`src/rtl/mod_counter.sv`:
```
// mod_counter: up/down modulo-MODULO counter with load, terminal count and wrap pulse.
// Defining MOD_COUNTER_CAPTURE_EN adds the cap/cap_q snapshot register.
module mod_counter #(
   parameter int unsigned WIDTH    = 4,
   parameter int unsigned MODULO   = 16,
   parameter bit          SATURATE = 1'b0
) (
   input  logic             clk,
   input  logic             reset,
   input  logic             en,
   input  logic             up,
   input  logic             load,
   input  logic [WIDTH-1:0] load_val,
`ifdef MOD_COUNTER_CAPTURE_EN
   input  logic             cap,
   output logic [WIDTH-1:0] cap_q,
`endif
   output logic [WIDTH-1:0] q,
   output logic             tc,
   output logic             wrap
);

   localparam logic [WIDTH-1:0] MAX  = WIDTH'(MODULO - 1);
   localparam logic [WIDTH-1:0] ONE  = WIDTH'(1);
   localparam logic [WIDTH-1:0] ZERO = '0;

   logic [WIDTH-1:0] q_next;
   logic             wrap_next;
   logic             at_max;
   logic             at_zero;

   assign at_max  = (q == MAX);
   assign at_zero = (q == ZERO);
   assign tc      = en & ~load & ((up & at_max) | (~up & at_zero));

   always_comb begin
      q_next    = q;
      wrap_next = 1'b0;
      if (load) begin
         // out-of-range loads clamp to the top of the count range
         q_next = (load_val > MAX) ? MAX : load_val;
      end else if (en) begin
         if (up) begin
            if (!at_max) begin
               q_next = q + ONE;
            end else if (!SATURATE) begin
               q_next    = ZERO;
               wrap_next = 1'b1;
            end
         end else begin
            if (!at_zero) begin
               q_next = q - ONE;
            end else if (!SATURATE) begin
               q_next    = MAX;
               wrap_next = 1'b1;
            end
         end
      end
   end

   always_ff @(posedge clk or posedge reset) begin
      if (reset) begin
         q    <= ZERO;
         wrap <= 1'b0;
      end else begin
         q    <= q_next;
         wrap <= wrap_next;
      end
   end

`ifdef MOD_COUNTER_CAPTURE_EN
   always_ff @(posedge clk or posedge reset) begin
      if (reset) begin
         cap_q <= ZERO;
      end else if (cap) begin
         cap_q <= q;
      end
   end
`endif

endmodule

```
`config.mk`:
```
export PLATFORM = sky130hd
export DESIGN_NAME = mod_counter
export DESIGN_NICKNAME = d
export VERILOG_FILES = /design/src/rtl/mod_counter.sv
export SDC_FILE = /design/constraint.sdc
export NUM_CORES = 1
export LEC_CHECK = 0
export ABC_AREA = 1
export ABC_CLOCK_PERIOD_IN_PS = 3300
export BUFFER_PORTS_ARGS = -buffer_cell sky130_fd_sc_hd__buf_2
export CAP_MARGIN = 10
export CORE_AREA = 5 5 42 44
export DETAILED_ROUTE_END_ITERATION = 12
export DIE_AREA = 0 0 47 49
export SETUP_SLACK_MARGIN = 0.4
export SYNTH_ARGS = -nofsm -noshare
export SYNTH_HDL_FRONTEND = slang
export SYNTH_SLANG_ARGS = --single-unit
export TNS_END_PERCENT = 100
```
`constraint.sdc`:
```
create_clock -name clk -period 3.3 [get_ports clk]
set_clock_uncertainty 0.15 [all_clocks]
set_input_delay 0.33 -clock clk [delete_from_list [all_inputs] [get_ports clk]]
set_output_delay 0.33 -clock clk [all_outputs]
set_load 0.005 [all_outputs]
```
Yosys cells after proc, flatten, opt, wreduce, memory -nomap -nowiden. Cells that the tools add are included.

Add/subtract/negate cells: 2. Order comparisons: 1. Equality and inequality tests: 1. Multiplexer cells: 11. Bitwise gates (word level): 7. Reductions and logical operators: 2.

Operators with widths (number): $mux W4 (6); $mux W1 (5); $add A4 B1 Y4 const B (1); $and A1 B1 Y1 (4); $eq A4 B4 Y1 const B (1); $gt A4 B4 Y1 const B (1); $logic_not A4 Y1 (1); $sub A4 B1 Y4 const B (1); $not A1 Y1 (2); $reduce_bool A2 Y1 (1); $or A1 B1 Y1 (1).

Bits in registers: 5. Output and inout bits: 6. Word-level logic and storage cells: 26.

Logic depth before layout (Yosys ltp). Gate-level depths: netlist (run 1).

Word-level depth: 5. Gate-level depth with buffers: 8. Mapped depth without buffers: 8.

Worst setup path before layout (run 1). Ideal clock, no wire load.

Path type: register to output. Start: register q[0]. End: output port tc. Data arrival time: 975 ps. Path slack: 1845 ps. Cell stages (with the launch flop): 5. Buffers on the path: 0. Cells stage by stage: dfrtp_1 inv_1 ha_1 nand3_1 a21oi_1.

Cells in the longest elaborated chain, start to end: 4.

RTL lines: start, declared (RTL line 18) `output logic [WIDTH-1:0] q,`; start signal, assigned (RTL line 66) `q <= q_next;`; $eq A4 B4 Y1 / $logic_not A4 Y1 (equally long branches) (RTL line 32, 33); $and A1 B1 Y1 (RTL line 34) `assign tc = en & ~load & ((up & at_max) | (~up & at_zero));`; $or A1 B1 Y1 * (RTL line 34); $and A1 B1 Y1 * (RTL line 34); end, declared (RTL line 19) `output logic tc,`.

Mark *: on every way between the ends. The rest lies on a longest branch, timed or not.

Worst setup path in the final report (run 1). Same ends and word-level chain as after synthesis.

==> results of run 1 <==
through the flow:
step                      cells  hold WS, ps
after floorplan              52       -41.48
after global placement       82        91.97
after detailed placement     82        91.62
after CTS                    87        157.2
after global routing         87        160.1
final                        87        161.1
state kept, by name (all words and copies together) (netlist names):
name,count
q,4
wrap,1
path summary, 6_finish.rpt:
path | slack, ps | cells past startpoint | from | endpoint
worst max-delay path | 1440 | 5 | q[0] | tc
min in group asynchronous | 380 | 3 | reset | q[1]
worst max register to register | 1870 | 8 | q[0] | q[3]
max in group asynchronous | 2450 | 3 | reset | wrap
worst min register to register | 440 | 1 | q[0] | q[0]
worst min-delay path | 160 | 3 | load_val[2] | q[2]
logic make-up (layout without fill, tap and decap cells):
kind of cell / after synthesis / after routing / synth area share
and+or+nand+nor: 29 / 29 / 0.3322
buffers and inverters: 8 / 27 / 0.08392
AOI/OAI and AO/OA: 6 / 6 / 0.1154
DFF: 5 / 5 / 0.3497
adders and majority gates: 2 / 2 / 0.06992
xor gates and xnor gates: 2 / 2 / 0.04896
Yosys cell counts:
library cell	n
dfrtp_1	5
xor2_1	2
inv_1	7
nand3_1	6
ha_1	2
inv_2	1
a21oi_1	2
a22oi_1	1
nor2_1	3
a21oi_2	1
nand4_1	1
o211ai_1	2
nand2_1	19
layer usage:
metal | track usage | vias up | wire length, um
met3 | 0.04428 | 0 | 57
met1 | 0.09193 | 171 | 384
met2 | 0.1516 | 11 | 483
li1 | - | 204 | -
met5 | 0 | - | 0
met4 | 0.04147 | 0 | 0
area by class of cell:
class,count,share of cell area
Multi-Input combinational cell,39,0.4186
Sequential cell,5,0.2584
Timing Repair Buffer,15,0.1654
Inverter,8,0.06202
Clock buffer,4,0.05426
Tap cell,16,0.04134
critical path, stage by stage, from the launching register on:
cell	delay (ps)
dfrtp_1	420
inv_1	110
ha_1	220
nand3_1	110
a21oi_1	140
buf_2	120
report_power, final:
group / switching [W] / internal [W]
combinational: 0.0000313 / 0.0000257
sequential: 0.0000107 / 0.0000682
clock: 0.0000265 / 0.0000458
total: 0.0000685 / 0.000140
==> summary.md, run 1 <==
| Metric | Value |
|---|---|
| Area of placed instances | `~450 sq um` |
| Commonest non-fill, non-tap cell in the layout | `nand2_1` |
| DR vias/cell | `between 4 and 5` |
| Maximum clock path buffer count | `2` |
| Post-layout minimum cycle time | `around 1900 ps` |
| DP Worst Slack | `1713 ps` |
| Pwr Total | `roughly 0.00021 W` |
| Via count | `roughly 390` |
| Critical Path End Type | `output port` |
| DRC violations left | `0` |
| IO Port Bufs | `14` |
| WL/cell | `10.62 um` |
| Layout area overhead | `35.31%` |
| Die H | `approximately 49 um` |
| Final setup viols | `0` |
| Clk root buf | `clkbuf_4` |
| Synthesized area per cell | `roughly 6.9 sq um` |
| Post-synth cell types | `13` |
| Syn_nets | `63` |
| Synth Cell Area | `about 360 sq um` |
| Mapped Cells | `52` |
| Total Negative Setup Slacks | `0 ps` |
| Fin util | `0.3455` |
| RSZ-0062 raised after global routing | `false` |
| GP Congestion | `~0.75` |
| Seq/Total Area, Yosys | `0.3497` |
| Post-route setup slack | `around 1400 ps` |
| Initial Util | `0.2554` |
| Layout cell share with drive strength beyond 1 | `0.2676` |
| CTS tree | `done` |
| Worst VDD drop | `~0.21 mV` |
| CTS HTree Levels | `1` |
| Largest net degree at the start of global routing | `7` |
| Routed Wire Length | `924 um` |
| Total CTS buffers | `3` |
| DPL Wire Length | `between 700 and 800 um` |
| Number of hold buffers added after cts | `1` |
| Setup CP Type | `reg2out` |
| Iter 0 DRT Violations | `14` |
| Slew headroom | `0.7976` |
| Worst EP arrival | `approximately 1400 ps` |
| Vias in the first global route | `between 300 and 400` |
| Fillers | `162` |
| Initial antenna violation count | `0` |
| First drt pass iteration count | `4` |
| Worst-path fanout max | `6` |
| Total grt overflow | `0` |
| Worst Hold Class | `in2reg` |
| Slew Limit Fails | `0` |
| IO Pins | `15` |
| Yosys warns | `0` |
| Post-CTS Setup Repair Bufs | `0` |
| Diodes inserted | `0` |
| Power Dens Cells | `roughly 430 nW/um^2` |
| Die Wd | `approximately 47 um` |
| Aggregate global-route resource usage | `0.09142` |
| Top-area cell type share of the netlist area | `0.3497` |
| Worst-margin pin slew | `roughly 300 ps` |
| Core area | `between 1000 and 1500 sq um` |
| Final instance area | `between 400 and 500 sq um` |
| Multi-input gate area | `~200 sq um` |
| Setup crit start kind | `register` |
| Outcome | `complete, no violations` |
| Lkg Pwr | `0.2791 nW` |
| Flops & latches, synth | `5` |
| Core Rows | `14` |
| Tcrit/Tclk final | `0.5622` |
| Post-cts gate resize count | `0` |
| Achievable frequency | `around 540 MHz` |
| Maxcap violations | `0` |
| Antenna viol nets, final | `0` |
| Die footprint | `between 2000 and 2500 sq um` |
| Clock sink count | `5` |
| First-pass GRT wire length | `roughly 1500 um` |
| Most frequent cells in the layout | `nand2_1 (19), buf_2 (14), inv_1 (7), nand3_1 (6), dfrtp_1 (5)` |
| Final hold vios | `0` |
| CTS clock-pin slew for the worst setup and hold paths | `~40 ps` |
| Data required time of the critical path | `between 2000 and 3000 ps` |
| Leading area contributor after synthesis | `dfrtp_1` |
| Layout Nets | `83` |
| Worst skew pair latency | `about 240 ps` |
| Seq. cell area | `~130 sq um` |
| Area contributors post-synth | `dfrtp_1 (35%), nand2_1 (20%), nand3_1 (8.4%)` |
No activity file was read; power rests on OpenSTA's default activity.
==> inputs of run 2 (changes only) <==
Settings changed: ABC_AREA 1 to 0, ABC_CLOCK_PERIOD_IN_PS 3300 to 1540.
Clock period 3.3 ns to 1.54 ns, I/O delays scaled along.
==> run 2 against run 1 <==
  * Routed wire length rose by 4.0%
  * Critical path depth fell by 1
  * The flow now finishes with violations (setup timing)
  * Critical path type is now reg2reg
  * Via count rose by 1.8%
  * Sequential power rose by 120%
  * Global-route usage rose by 0.49 points
==> summary.md, run 2 <==
| Metric | Value |
|---|---|
| Layout area overhead | `80.14%` |
| Top-area cell type share of the netlist area | `0.3546` |
| Initial Util | `0.2518` |
| Maxcap violations | `0` |
| Data required time of the critical path | `approximately 1500 ps` |
| Hold WS | `31.88 ps` |
| Final hold vios | `0` |
| WL/cell | `between 10 and 15 um` |
| Yosys warns | `0` |
| Layout Nets | `83` |
| Biggest regs | `q: 4 flops, wrap: 1 flops` |
| RR Endpoint | `q[3]` |
| Aggregate global-route resource usage | `0.09632` |
| Worst-path fanout max | `4` |
| Reg2Reg Depth | `4` |
| Die Wd | `between 40 and 50 um` |
| Mapped Cells | `40` |
| Slew headroom | `0.8752` |
| Clock sink count | `5` |
| Placed Cells | `70` |
| Die H | `~49 um` |
| CTS tree | `done` |
| Area contributors post-synth | `dfrtp_1 (35%), ha_1 (7.1%), a21oi_1 (5.7%)` |
| Leading area contributor after synthesis | `dfrtp_1` |
| Core Rows | `14` |
| Setup CP Type | `reg2reg` |
| Largest net degree at the start of global routing | `10` |
| Layout cell share with drive strength beyond 1 | `0.5634` |
| Diodes inserted | `0` |
| Synthesized area per cell | `8.821 sq um` |
| IO Pins | `15` |
| DPL Wire Length | `~630 um` |
| Commonest cells post-synth | `dfrtp_1 (5), nand2_1 (5), a21oi_1 (4), o21ai_0 (4), inv_1 (3)` |
| Worst skew pair latency | `roughly 240 ps` |
| First drt pass iteration count | `2` |
| Via count | `~390` |
| Vias in the first global route | `roughly 350` |
| Most used DFF post-synth | `dfrtp_1` |
| Maximum clock path buffer count | `2` |
| Critical Path End Type | `register` |
| Worst-margin pin slew | `between 150 and 200 ps` |
| Number of synthesized flops with an enable pin | `0` |
| WHS Path Cells | `2` |
| Synth Cell Area | `352.8 sq um` |
| R2R Setup Slk | `-30 ps` |
| Async set-or-reset flop fraction in the synthesized netlist | `1.000` |
| Failing checks | `setup timing` |
| Flops & latches, synth | `5` |
| Power Dens Cells | `approximately 860 nW/um^2` |
| Final setup viols | `2` |
| Die footprint | `around 2300 sq um` |
| Syn_nets | `51` |
| Initial antenna violation count | `0` |
| Slew Limit Fails | `0` |
| Tcrit/Tclk final | `1.021` |
| DRC violations left | `0` |
| IO Port Bufs | `14` |
| HP Start | `load` |
| Post-layout minimum cycle time | `1573 ps` |
| Post-synth cell types | `22` |
| Worst VDD drop | `~0.43 mV` |
| Non-Filler Instances | `87` |
| Achievable frequency | `between 600 and 700 MHz` |
| RSZ-0062 raised after global routing | `true` |
| Seq/Total Area, Yosys | `0.3546` |
| Commonest non-fill, non-tap cell in the layout | `buf_2` |
| Total grt overflow | `0` |
| Core area | `roughly 1400 sq um` |
| GP Congestion | `between 0.6 and 0.7` |
| Outcome | `finished with violations` |
| DR vias/cell | `~4.5` |
| CTS HTree Levels | `1` |
| Pwr Total | `0.0005452 W` |
| CTS clock-pin slew for the worst setup and hold paths | `about 40 ps` |
| Reg with most FFs | `q` |
| Lkg Pwr | `a little under 0.3 nW` |
| Most frequent cells in the layout | `buf_2 (13), buf_4 (8), dlygate4sd3_1 (5), nand2_1 (4), dfrtp_2 (4)` |
| Setup crit start kind | `register` |
| WHS Endpoint | `q[2]` |
| Clk root buf | `clkbuf_4` |
| Reg2reg start | `q[1]` |
| Worst EP arrival | `roughly 1500 ps` |
| Total CTS buffers | `3` |
| Iter 0 DRT Violations | `4` |
| Max reg flops | `4` |
| First-pass GRT wire length | `roughly 1500 um` |
| Worst Hold Class | `in2reg` |
| Antenna viol nets, final | `0` |
| Fillers | `~150` |
| Routed Wire Length | `around 960 um` |
| Post-route setup slack | `-32.76 ps` |
## run 2: timing repair
| item | in CTS | in global routing |
|---|---|---|
| setup endpoints to repair | 9 | 10 |
| hold buffers | 5 | 0 |
| gates resized for setup | 4 | 5 |
| hold endpoints to repair | 9 | 0 |
| pin swaps | 2 | 2 |
| buffers inserted | 2 | 6 |
## run 2: where the power goes
group          switching [W]  internal [W]  leakage, nW  total [W]
logic              0.0000860      0.000130        0.220   0.000216
clock network      0.0000541     0.0000980       0.0150   0.000152
registers          0.0000271      0.000150       0.0577   0.000177
total               0.000167      0.000378        0.292   0.000545
## run 2: final cells by class
class	count	area [sq um]	share of cell area
Inverter	3	11.26	0.01772
Clock buffer	4	26.28	0.04134
Multi-Input combinational cell	31	250.2	0.3937
Tap cell	16	20.02	0.03150
Sequential cell	5	130.1	0.2047
Timing Repair Buffer	28	197.7	0.3110
## run 2: kinds of logic (layout without fill, tap and decap cells)
logic type               after synthesis  count (layout)  share of synthesized area
buffers and inverters                  4              35                    0.04254
AO/OA/AOI/OAI                         12              12                     0.2234
XOR/XNOR                               3               3                    0.07448
AND/OR/NAND/NOR                       12              12                     0.1738
flip-flops                             5               5                     0.3546
adder cells (fa/ha/maj)                2               2                    0.07091
multiplexers                           2               2                    0.06028
## run 2: how the worst max path moves through the flow
stage / start / endpoint / depth (start not counted)
after detailed placement: q[1] / q[2] / 6
after floorplan: q[0] / q[2] / 6
final: q[1] / q[3] / 4
after CTS: q[0] / tc / 5
after global placement: q[1] / q[2] / 6
after global routing: q[0] / tc / 5
## run 2: stage by stage
step	util	area [sq um]	worst slack, ps	setup TNS, ps
3_5_place_dp	0.3411	478.0	71.38	0
6_report	0.4536	635.6	-32.76	-51.11
2_1_floorplan	-	384.1	103.5	0
4_1_cts	0.4098	574.3	-29.95	-29.95
3_3_place_gp	0.3411	478.0	71.99	0
5_1_grt	0.4536	635.6	-104.8	-164.1
## run 2: worst max-delay path, stage by stage (launching register included)
cell	delay, ps
dfrtp_2	440
buf_4	150
or3_1	360
a221oi_2	270
o31ai_1	90
## run 2: routing by layer
layer | track usage | part of all wire | up-vias
met5 | 0 | 0 | -
met4 | 0.05530 | 0 | 0
met3 | 0.05904 | 0.070 | 0
met2 | 0.1425 | 0.50 | 12
met1 | 0.1007 | 0.42 | 177
li1 | - | - | 204
